[config.mk]
export PLATFORM = sky130hd
export DESIGN_NAME = elevator_motion_fsm
export DESIGN_NICKNAME = d
export VERILOG_FILES = /design/src/rtl/elevator_motion_fsm.sv
export SDC_FILE = /design/constraint.sdc
export NUM_CORES = 1
export LEC_CHECK = 0
export ABC_CLOCK_PERIOD_IN_PS = 1800
export BUFFER_PORTS_ARGS = -buffer_cell sky130_fd_sc_hd__clkbuf_2
export CAP_MARGIN = 20
export CORE_AREA = 5 5 73 75
export CTS_BUF_LIST = sky130_fd_sc_hd__clkbuf_8
export CTS_CLUSTER_DIAMETER = 60
export DETAILED_ROUTE_END_ITERATION = 10
export DIE_AREA = 0 0 78 80
export GPL_TIMING_DRIVEN = 0
export PLACE_DENSITY = 0.48
export SLEW_MARGIN = 20
export SYNTH_ARGS = -nofsm -noshare
export SYNTH_HDL_FRONTEND = slang
export SYNTH_SLANG_ARGS = --single-unit
[constraint.sdc]
create_clock -name clk -period 1.8 [get_ports clk]
set_input_delay 0.36 -clock clk [delete_from_list [all_inputs] [get_ports clk]]
set_output_delay 0.36 -clock clk [all_outputs]
set_load 0.02 [all_outputs]
[src/rtl/elevator_motion_fsm.sv]
// elevator_motion_fsm: car motion/door controller with travel, door-dwell and arrival-ack timeout counters
module elevator_motion_fsm #(
  parameter int TRAVEL_TICKS = 50,
  parameter int DOOR_TICKS = 100,
  parameter int ACK_TIMEOUT = 255
) (
  input  logic       clk,
  input  logic       rst_n,
  input  logic       OCRequest,
  input  logic       UDRequest,
  input  logic       NoStopRequest,
  input  logic       DoneDelay,
  output logic [1:0] CurrentFloor,
  output logic       UDIn,
  output logic       Delay,
  output logic       Stop,
  output logic       DoorOpen,
  output logic       MotorUp,
  output logic       MotorDown,
  output logic       Fault
);
  localparam int MX01 = TRAVEL_TICKS > DOOR_TICKS ? TRAVEL_TICKS : DOOR_TICKS;
  localparam int MX = MX01 > ACK_TIMEOUT ? MX01 : ACK_TIMEOUT;
  localparam int CW = $clog2(MX);
  typedef enum logic [1:0] {IDLE, RUN, ARRIVE, DOOR} state_t;
  state_t state, state_n;
  logic [CW-1:0] cnt, cnt_n;
  logic [1:0] floor_n;
  logic ud_n, delay_n, stop_n, door_n, up_n, dn_n, fault_n;
  logic oc_q, dd_q, oc_rise, dd_rise, req_ok, cur_ok;
  function automatic logic legal(input logic d, input logic [1:0] f);
    return d ? (f != 2'd3) : (f != 2'd0);
  endfunction
  assign oc_rise = OCRequest & ~oc_q;
  assign dd_rise = DoneDelay & ~dd_q;
  assign req_ok = legal(UDRequest, CurrentFloor);
  assign cur_ok = legal(UDIn, CurrentFloor);
  always_comb begin
    state_n = state;
    cnt_n = cnt + 1'b1;
    floor_n = CurrentFloor;
    ud_n = UDIn;
    delay_n = Delay;
    stop_n = Stop;
    door_n = DoorOpen;
    up_n = MotorUp;
    dn_n = MotorDown;
    fault_n = Fault;
    unique case (state)
      IDLE: begin
        cnt_n = '0;
        if (oc_rise) begin
          state_n = DOOR;
          stop_n = 1'b0;
          door_n = 1'b1;
        end else if (NoStopRequest && req_ok) begin
          state_n = RUN;
          ud_n = UDRequest;
          stop_n = 1'b0;
          up_n = UDRequest;
          dn_n = ~UDRequest;
        end
      end
      RUN: if (cnt == CW'(TRAVEL_TICKS - 1)) begin
        state_n = ARRIVE;
        floor_n = UDIn ? CurrentFloor + 2'd1 : CurrentFloor - 2'd1;
        delay_n = 1'b1;
        up_n = 1'b0;
        dn_n = 1'b0;
        cnt_n = '0;
      end
      // an acknowledge landing on the timeout cycle still wins
      ARRIVE: if (dd_rise) begin
        delay_n = 1'b0;
        cnt_n = '0;
        if (OCRequest) begin
          state_n = DOOR;
          door_n = 1'b1;
        end else if (NoStopRequest && (req_ok || cur_ok)) begin
          state_n = RUN;
          ud_n = req_ok ? UDRequest : UDIn;
          up_n = ud_n;
          dn_n = ~ud_n;
        end else begin
          state_n = IDLE;
          stop_n = 1'b1;
        end
      end else if (cnt == CW'(ACK_TIMEOUT - 1)) begin
        state_n = IDLE;
        fault_n = 1'b1;
        delay_n = 1'b0;
        stop_n = 1'b1;
      end
      DOOR: if (oc_rise) cnt_n = '0;
        else if (cnt == CW'(DOOR_TICKS - 1)) begin
          state_n = IDLE;
          door_n = 1'b0;
          stop_n = 1'b1;
        end
      default: state_n = IDLE;
    endcase
  end
  always_ff @(posedge clk or negedge rst_n)
    if (!rst_n) begin
      state <= IDLE;
      cnt <= '0;
      CurrentFloor <= 2'd0;
      UDIn <= 1'b0;
      Delay <= 1'b0;
      Stop <= 1'b1;
      DoorOpen <= 1'b0;
      MotorUp <= 1'b0;
      MotorDown <= 1'b0;
      Fault <= 1'b0;
      oc_q <= 1'b0;
      dd_q <= 1'b0;
    end else begin
      state <= state_n;
      cnt <= cnt_n;
      CurrentFloor <= floor_n;
      UDIn <= ud_n;
      Delay <= delay_n;
      Stop <= stop_n;
      DoorOpen <= door_n;
      MotorUp <= up_n;
      MotorDown <= dn_n;
      Fault <= fault_n;
      oc_q <= OCRequest;
      dd_q <= DoneDelay;
    end
endmodule
# [Word level (Yosys, flattened, before mapping)]
# Index checks and enable logic that the tools add are counted.
[op_classes] add_sub_neg=3 bitwise=7 n_mux=51 reduce_logical=17 eq_ne=21
[op_table] operator="$pmux 8 s4" count=1
[op_table] operator="$mux 1" count=31
[op_table] operator="$mux 8" count=3
[op_table] operator="$ne 2x2->1 const B" count=11
[op_table] operator="$mux 2" count=9
[op_table] operator="$reduce_and 7->1" count=2
[op_table] operator="$ne 3x3->1 const B" count=4
[op_table] operator="$pmux 1 s3" count=4
[op_table] operator="$reduce_and 6->1" count=2
[op_table] operator="$add 8x1->8 const B" count=1
[op_table] operator="$eq 8x6->1 const B" count=1
[op_table] operator="$eq 8x7->1 const B" count=1
[op_table] operator="$eq 8x8->1 const B" count=1
[op_table] operator="$pmux 2 s4" count=1
[op_table] operator="$reduce_and 3->1" count=2
[op_table] operator="$reduce_bool 2->1" count=3
[op_table] operator="$reduce_bool 3->1" count=2
[op_table] operator="$not 1->1" count=5
[op_table] operator="$reduce_and 5->1" count=1
[op_table] operator="$eq 2x2->1 const B" count=2
[op_table] operator="$pmux 1 s2" count=2
[op_table] operator="$add 2x1->2 const B" count=1
[op_table] operator="$and 1x1->1" count=2
[op_table] operator="$eq 2x1->1 const B" count=1
[op_table] operator="other kinds (5)" count=6
[word_totals] input_bits=6 out_inout_bits=9 word_cells=111 ff_bits=21

# [Longest topological paths before layout]
# Gate-level depths: netlist of the first run.
[logic_depth] depth_word=8 ltp_mapped=8

# [Worst setup path after synthesis of the first run]
# OpenSTA, ideal clock, no wires.
[synth_path] kind="register -> register" from="reg state[0]" to="reg MotorDown" setup_slack_ns=-0.065 arrival_ns=1.740 path_stages_with_launch=8 n_path_buf=0 setup_ns=0.125 synth_period_minus_slack_ns=1.865 required_time_ns=1.675 cell_sequence="dfrtp_1 -> inv_1 -> ha_1 -> nor2b_1 -> o21ai_0 -> nand4bb_2 -> nor3_2 -> mux2_4"
[synth_via] elab_chain_len=3 word_cells_on_any_way=12 cone_classes="8 x eq/ne; 1 x mux; 3 x reduce/logical"
[synth_rtl] element="from (decl)" line="26" text="state_t state, state_n;"
[synth_rtl] element="from (signal assigned)" line="118" text="state <= state_n;"
[synth_rtl] element="$eq 2x1->1 (tied with other cells)" line="49" text="unique case (state)"
[synth_rtl] element="$ne 2x2->1 (no source line) / $reduce_bool 3->1 (equally long branches)"
[synth_rtl] element="$reduce_and 7->1 (no source line)"
[synth_rtl] element="to (signal assigned)" line="126" text="MotorDown <= dn_n;"
[synth_rtl] element="to (decl)" line="19" text="output logic MotorDown,"
# Parallel ways exist; a longest one is shown, timed or not.
# A chain may end at the register's enable or synchronous reset.

# [Worst setup path after layout of the first run]
[layout_path] from="reg cnt[0]" to="reg state[1]"
[layout_via] elab_chain_len=3 word_cells_on_any_way=7 cone_classes="6 x eq/ne; 1 x reduce/logical"
[layout_rtl] element="from (decl)" line="27" text="logic [CW-1:0] cnt, cnt_n;"
[layout_rtl] element="from (signal assigned)" line="119" text="cnt <= cnt_n;"
[layout_rtl] element="$eq 8x8->1 (tied with other cells)" line="88" text="end else if (cnt == CW'(ACK_TIMEOUT - 1)) begin"
[layout_rtl] element="$ne 3x3->1 (no source line) / $ne 2x2->1 (equally long branches)"
[layout_rtl] element="$reduce_and 5->1 (no source line) (*)"
# Mark *: on every way between the ends. The rest lies on a longest branch, timed or not.

==> summary.txt, run 1 <==
Detailed routing
  • DRC errors left: 0
  • Routed vias/inst: 4.728
  • Initial drt markers: 38
  • Post-route ant nets: 0
  • First-pass DRT Iterations: 4
  • Wire length per cell: 13.88 um
  • Routed Wire Length: 3.013 mm
  • Vias after detailed routing: 1026

GRT
  • Met2 GRT Util: 16.69%
  • Met1 usage: 11.74%
  • First-pass GRT wire length: 4.781 mm
  • Met3 Use GR: 2.709%
  • Grt total ovfl: 0
  • Gr busiest metal: met2
  • Initial antenna violation count: 0
  • GRT Util Overall: 9.542%
  • Largest net degree at the start of global routing: 22
  • Number of global-route vias before repair: 1050

Synthesis
  • Sequential area share after synthesis: 40.29%
  • Mapped Area: 1308 um2
  • Main synth FF type: dfrtp_1
  • Ranking of synthesized cells by area: dfrtp_1, ha_1, nor2_1, xor2_1, mux2i_1
  • Syn avg cell area: 9.905 um2
  • Yosys reg bits: 21
  • Async S/R FF share, synth: 100.0%
  • Share of the synthesized area in the top cell type: 38.28%
  • Yosys cell types: 40
  • EDFF count, synth: 0
  • Synthesized Nets: 147
  • Largest area contributor in the netlist: dfrtp_1
  • Gate count after technology mapping: 132
  • Synth warn: 0

Run status
  • Violated checks: negative setup slack
  • Status: finished, violations left

Critical path
  • Worst Setup Start Kind: register
  • Required time worst endpoint: 1.95 ns
  • Crit-path slowest cell: dfrtp_1
  • R2R setup slack: -0.01 ns
  • WS Path Type: reg -> reg
  • Worst r2r dst: state[1]
  • R2R cell count: 6
  • Reg-to-Reg Start: cnt[0]
  • Top cell family by delay on the critical path: simple AND/OR/NAND/NOR gates
  • Worst Setup End Kind: register
  • CP Cell Sequence: ha_2, and4b_1, nand3_1, a22o_4, nor3_4, mux2_4
  • Worst EP arrival: 1.96 ns
  • Crit. Startpoint: cnt[0]
  • Crit path max fanout: 3
  • CP peak stage delay: 0.38 ns
  • WP buf/inv: 0

STA
  • Fin Clk Skew: 0.002060 ns
  • Max Fclk: 551.4 MHz
  • Worst slew pin tran: 0.5416 ns
  • Fin crit share: 100.7%
  • # setup viols final: 1
  • Final WS setup: -0.01349 ns
  • Max-slew violation count: 0
  • Fin crit period: 1.813 ns
  • RSZ-0062 raised after global routing: yes
  • Slew headroom: 63.89%
  • Fin. Hold Viols: 0

Floorplanning
  • Core Rows: 25
  • Die H: 80 um
  • Die area: 6240 um2
  • Initial Utilization: 28.44%
  • Die width: 78 um
  • Core Box Area: 4598 um2
  • Ports: 15

Power and ir drop
  • Peak supply drop: 460.0 uV
  • P_sw: 0.9804 mW
  • PwrDens: 1406 nW/um2
  • Flop pwr share: 27.0%
  • P_leak: 0.7789 nW
  • Power Internal: 1.470 mW
  • Final Total Pwr: 2.450 mW
  • Combinational share of power: 60.2%
  • Clock power frac: 12.8%
  • Switching share of power: 40.01%

CTS
  • Max clock buf depth: 2
  • CTS tree: yes
  • Inserted Clock Buffers: 3
  • CTS Hold Buffers Added: 0
  • Root buffer cell: clkbuf_8
  • # clock sinks: 21
  • CTS H-tree lvls: 1
  • Clk Latency, worst-skew pair: 0.26 ns
  • CTS clk-pin slew, worst paths: 0.08 ns

Min path
  • Worst min path class: in -> async

Place
  • Gpl congestion: 0.7938
  • Cell Area, Placed: 1471 um2
  • Detailed Place HPWL: 2.059 mm
  • Port Buffers: 13

Layout
  • Most frequent cells in the layout: dfrtp_1, nor2_1, buf_4
  • Layout area overhead: 33.30%
  • Fillers: 463
  • Share of cells above drive strength 1: 38.04%
  • Finished Cell Area: 1743 um2
  • N_diodes: 0
  • Nets@finish: 179

Job
  • Max_cap viols: 0
==> what timing repair did <==
action	in CTS	in global routing
buffers inserted	5	9
resized for setup	11	12
pin swaps	6	8
endpoints found under the setup margin	8	14
==> through the flow <==
stage	instances	hold WS, ns	util [%]	worst slack, ns	setup TNS (ns)
4_1_cts	208	0.08003	34.97	0.001354	0
2_1_floorplan	132	0.06441	-	0.0002354	0
5_1_grt	217	0.1190	37.90	-0.07280	-0.2182
6_report	217	0.06590	37.90	-0.01349	-0.01349
3_3_place_gp	199	0.3644	32.00	-0.2814	-0.7235
3_5_place_dp	199	0.3760	32.00	-0.2754	-0.7333
==> power by group through the flow <==
| stage | Sequential, mW | Clock [mW] | Combinational [mW] |
|---|---|---|---|
| finish | 0.662 | 0.313 | 1.48 |
| global route | 0.678 | 0.342 | 1.61 |
| CTS | 0.661 | 0.332 | 1.22 |
| detailed placement | 0.678 | 0 | 1.09 |
| global placement | 0.672 | 0 | 1.09 |
| floorplan | 0.712 | 0 | 0.814 |
==> worst reg2reg max path, stage by stage (launching register included) <==
cell     delay, ns
dfrtp_1       0.38
ha_2          0.18
and4b_1       0.21
nand3_1       0.12
a22o_4        0.27
nor3_4        0.23
mux2_4        0.32
==> synthesized netlist by cell type (3+ instances only) <==
master / instances
a21oi_1: 4
dfrtp_1: 20
ha_1: 9
inv_1: 9
mux2i_1: 4
nand2_1: 6
nand2b_1: 3
nand3_1: 6
nor2_1: 17
nor2b_1: 3
nor3_1: 3
o21ai_0: 5
xnor2_1: 4
xor2_1: 5
==> worst max-delay path by stage <==
stage | slack [ns] | cells after the start | to
detailed placement | -0.28 | 7 | state[1]
floorplan | 0.0002 | 7 | MotorDown
global placement | -0.28 | 7 | state[1]
CTS | 0.001 | 7 | state[1]
global route | -0.07 | 7 | MotorDown
finish | -0.01 | 6 | state[1]
==> registers in the layout (all words and copies together), names as in the netlist <==
name          cells
dd_q              1
CurrentFloor      2
UDIn              1
state             2
oc_q              1
Fault             1
cnt               8
Delay             1
Stop              1
MotorDown         1
MotorUp           1
DoorOpen          1
==> cell type report <==
type	count	area (um2)	area share (%)
Multi-Input combinational cell	99	867.1	49.75
Sequential cell	21	530.5	30.44
Timing Repair Buffer	27	170.2	9.763
Tap cell	54	67.56	3.877
Clock buffer	3	41.29	2.369
Inverter	9	33.78	1.938
Buffer	3	27.53	1.579
Clock inverter	1	5.005	0.2872
==> metal layers <==
metal  vias to the layer above  wire length (um)
met5                         -                 0
met4                         0                 0
met3                         0                80
met2                        10              1534
met1                       500              1397
li1                        516                 -
==> kinds of logic after synthesis <==
family	count (synthesis)	synth area share, %
AND/OR/NAND/NOR	54	24.98
adder cells (fa/ha/maj)	9	8.613
buffers and inverters	12	4.210
flip-flops	21	40.29
XOR/XNOR	9	6.028
multiplexers	6	5.359
AO/OA/AOI/OAI	21	10.53
No activity file was read; power rests on OpenSTA's default activity.
==> inputs of run 2 (changes only) <==
--- a/config.mk
+++ b/config.mk
@@ -8,13 +8,12 @@
 export ABC_CLOCK_PERIOD_IN_PS = 1800
 export BUFFER_PORTS_ARGS = -buffer_cell sky130_fd_sc_hd__clkbuf_2
 export CAP_MARGIN = 20
-export CORE_AREA = 5 5 73 75
+export CORE_AREA = 2 2 70 72
 export CTS_BUF_LIST = sky130_fd_sc_hd__clkbuf_8
 export CTS_CLUSTER_DIAMETER = 60
 export DETAILED_ROUTE_END_ITERATION = 10
-export DIE_AREA = 0 0 78 80
+export DIE_AREA = 0 0 72 74
 export GPL_TIMING_DRIVEN = 0
-export PLACE_DENSITY = 0.48
 export SLEW_MARGIN = 20
 export SYNTH_ARGS = -nofsm -noshare
 export SYNTH_HDL_FRONTEND = slang
==> summary.txt, run 2 (same netlist as run 1, synthesis figures left out) <==
STA
  • Fin. Hold Viols: 0 (unchanged)
  • Max-slew violation count: 0 (unchanged)
  • Max Fclk: 561.7 MHz (+1.9%)
  • Fin crit share: 98.90% (-1.8 points)
  • Hold_ws: 0.05547 ns (-0.01043 ns)
  • Fin crit period: 1.780 ns (-0.03329 ns)
  • Slew headroom: 64.69% (+0.80 points)
  • Worst slew pin tran: 0.5296 ns (-0.01203 ns)
  • # setup viols final: 0 (-1)
  • Final WS setup: 0.01980 ns (+0.03329 ns)
  • RSZ-0062 raised after global routing: yes
  • Fin Clk Skew: 0.008393 ns (+0.006333 ns)

Layout
  • Layout area overhead: 32.15%
  • Fillers: 465 (+0.43%)
  • N_diodes: 0 (unchanged)
  • Commonest non-fill, non-tap cell in the layout: nor2_1
  • Max reg flops: 8 (unchanged)
  • Most frequent cells in the layout: nor2_1, dfrtp_1, clkbuf_2
  • Finished Cell Area: 1728 um2 (-0.86%)
  • Layout Cells excl Fill: 214 (-1.4%)
  • Largest Register: cnt
  • Nets@finish: 176 (-1.7%)
  • Biggest regs: cnt: 8 flops, CurrentFloor: 2 flops, state: 2 flops
  • Share of cells above drive strength 1: 39.38% (+1.3 points)

Floorplanning
  • Die area: 5328 um2 (-15%)
  • Die H: 74 um (-7.5%)
  • Core Rows: 25 (unchanged)
  • Core Box Area: 4598 um2 (unchanged)
  • Ports: 15 (unchanged)
  • Die width: 72 um (-7.7%)
  • Initial Utilization: 28.44% (unchanged)

Detailed routing
  • Vias after detailed routing: 1030 (+0.39%)
  • First-pass DRT Iterations: 4 (unchanged)
  • Routed Wire Length: 2.874 mm (-4.6%)
  • Wire length per cell: 13.43 um (-3.3%)
  • Routed vias/inst: 4.813 (+1.8%)
  • DRC errors left: 0 (unchanged)
  • Initial drt markers: 43 (+13%)
  • Post-route ant nets: 0 (unchanged)

Power and ir drop
  • PwrDens: 1381 nW/um2 (-1.8%)
  • Final Total Pwr: 2.387 mW (-2.6%)
  • Clock power frac: 13.2% (+0.4 points)
  • P_leak: 0.7610 nW (-2.3%)
  • Power Internal: 1.422 mW (-3.3%)
  • P_sw: 0.9647 mW (-1.6%)
  • Switching share of power: 40.42% (+0.41 points)
  • Flop pwr share: 28.3% (+1.3 points)
  • Peak supply drop: 508.0 uV (+10%)
  • Combinational share of power: 58.5% (-1.7 points)

Run status
  • Status: finished, final reports clean

Job
  • Max_cap viols: 0 (unchanged)

Place
  • Port Buffers: 13 (unchanged)
  • # placed instances: 199 (unchanged)
  • Cell Area, Placed: 1471 um2 (unchanged)
  • Detailed Place HPWL: 1.968 mm (-4.4%)
  • Pre-CTS WS: -0.2764 ns (-0.0009310 ns)
  • Gpl congestion: 0.7673 (-3.3%)

GRT
  • Initial antenna violation count: 0 (unchanged)
  • Grt total ovfl: 0 (unchanged)
  • First-pass GRT wire length: 4.671 mm (-2.3%)
  • GRT Util Overall: 11.01% (+1.5 points)
  • Number of global-route vias before repair: 1048 (-0.19%)
  • Largest net degree at the start of global routing: 22 (unchanged)

Min path
  • Worst min path class: in -> async

CTS
  • Clk Latency, worst-skew pair: 0.26 ns (about the same)
  • CTS clk-pin slew, worst paths: 0.08 ns (about the same)
  • Root buffer cell: clkbuf_8
  • Max clock buf depth: 2 (unchanged)
  • CTS H-tree lvls: 1 (unchanged)
  • Inserted Clock Buffers: 3 (unchanged)
  • # clock sinks: 21 (unchanged)
  • CTS tree: yes

Critical path
  • Required time worst endpoint: 1.96 ns (about the same)
  • Worst EP arrival: 1.94 ns (-0.02 ns)
  • Crit path max fanout: 5 (+2)
  • Worst Setup End Kind: register
  • Worst Setup Start Kind: register
  • WS Path Type: reg -> reg
## run 2: cell types whose count changed in the layout (fill, tap and decap cells not counted), moves of 2 or more
cell,delta
buf_4,-2
dfrtp_1,-2
dfrtp_2,+2
ha_4,+2
## run 2: layer usage
layer	part of all wire, %	wire [um]	track usage (%)	up-vias
li1	-	-	-	513
met1	44	1251	13.19	502
met2	53	1512	20.47	13
met3	3.5	101	2.981	2
met4	0.31	9	1.258	0
met5	0	0	0	-
## run 2: worst max-delay path, stage by stage (launching register included)
cell,delay (ns)
dfrtp_2,0.43
ha_4,0.15
and4b_1,0.22
nand3_2,0.10
a22o_4,0.25
nor3_4,0.21
mux2_4,0.31
## run 2: stage by stage
stage	utilization [%]	setup TNS (ns)
floorplan	-	0
finish	37.58	0
detailed placement	32.00	-0.7405
global placement	32.00	-0.6839
CTS	34.59	-0.02411
global route	37.58	-0.1702
## run 2: path summary, 6_finish.rpt
kind / start / endpoint / slack, ns / cells after the start
worst max-delay path: cnt[0] / state[1] / 0.02 / 6
worst min-delay path: rst_n / MotorUp / 0.06 / 1
worst max register to register: cnt[0] / state[1] / 0.02 / 6
worst min register to register: Stop / Stop / 0.48 / 2
max in group asynchronous: rst_n / CurrentFloor[0] / 1.35 / 1
min in group clk: DoneDelay / dd_q / 0.23 / 1
## run 2: layout make-up
cell class | count | area, um2 | share of cell area, %
multi-input combinational | 99 | 874.6 | 50.62
sequential | 21 | 533.0 | 30.85
timing repair buffer | 25 | 158.9 | 9.196
tap | 54 | 67.56 | 3.910
clock buffer | 3 | 41.29 | 2.390
inverter | 9 | 36.28 | 2.100
buffer | 2 | 12.51 | 0.7241
clock inverter | 1 | 3.754 | 0.2172
## run 2: power groups by stage
| stage | Sequential, mW | Combinational [mW] | Clock, mW |
|---|---|---|---|
| final | 0.676 | 1.40 | 0.315 |
| after global routing | 0.691 | 1.52 | 0.338 |
| after CTS | 0.660 | 1.19 | 0.328 |
| after detailed placement | 0.678 | 1.08 | 0 |
| after global placement | 0.675 | 1.08 | 0 |
| after floorplan | 0.712 | 0.814 | 0 |
## run 2: what timing repair did
item	4_1_cts	5_1_grt
pin swaps	5	12
buffers inserted	3	9
gates resized for setup	11	19
endpoints found under the setup margin	7	12
hold buffers	0	0
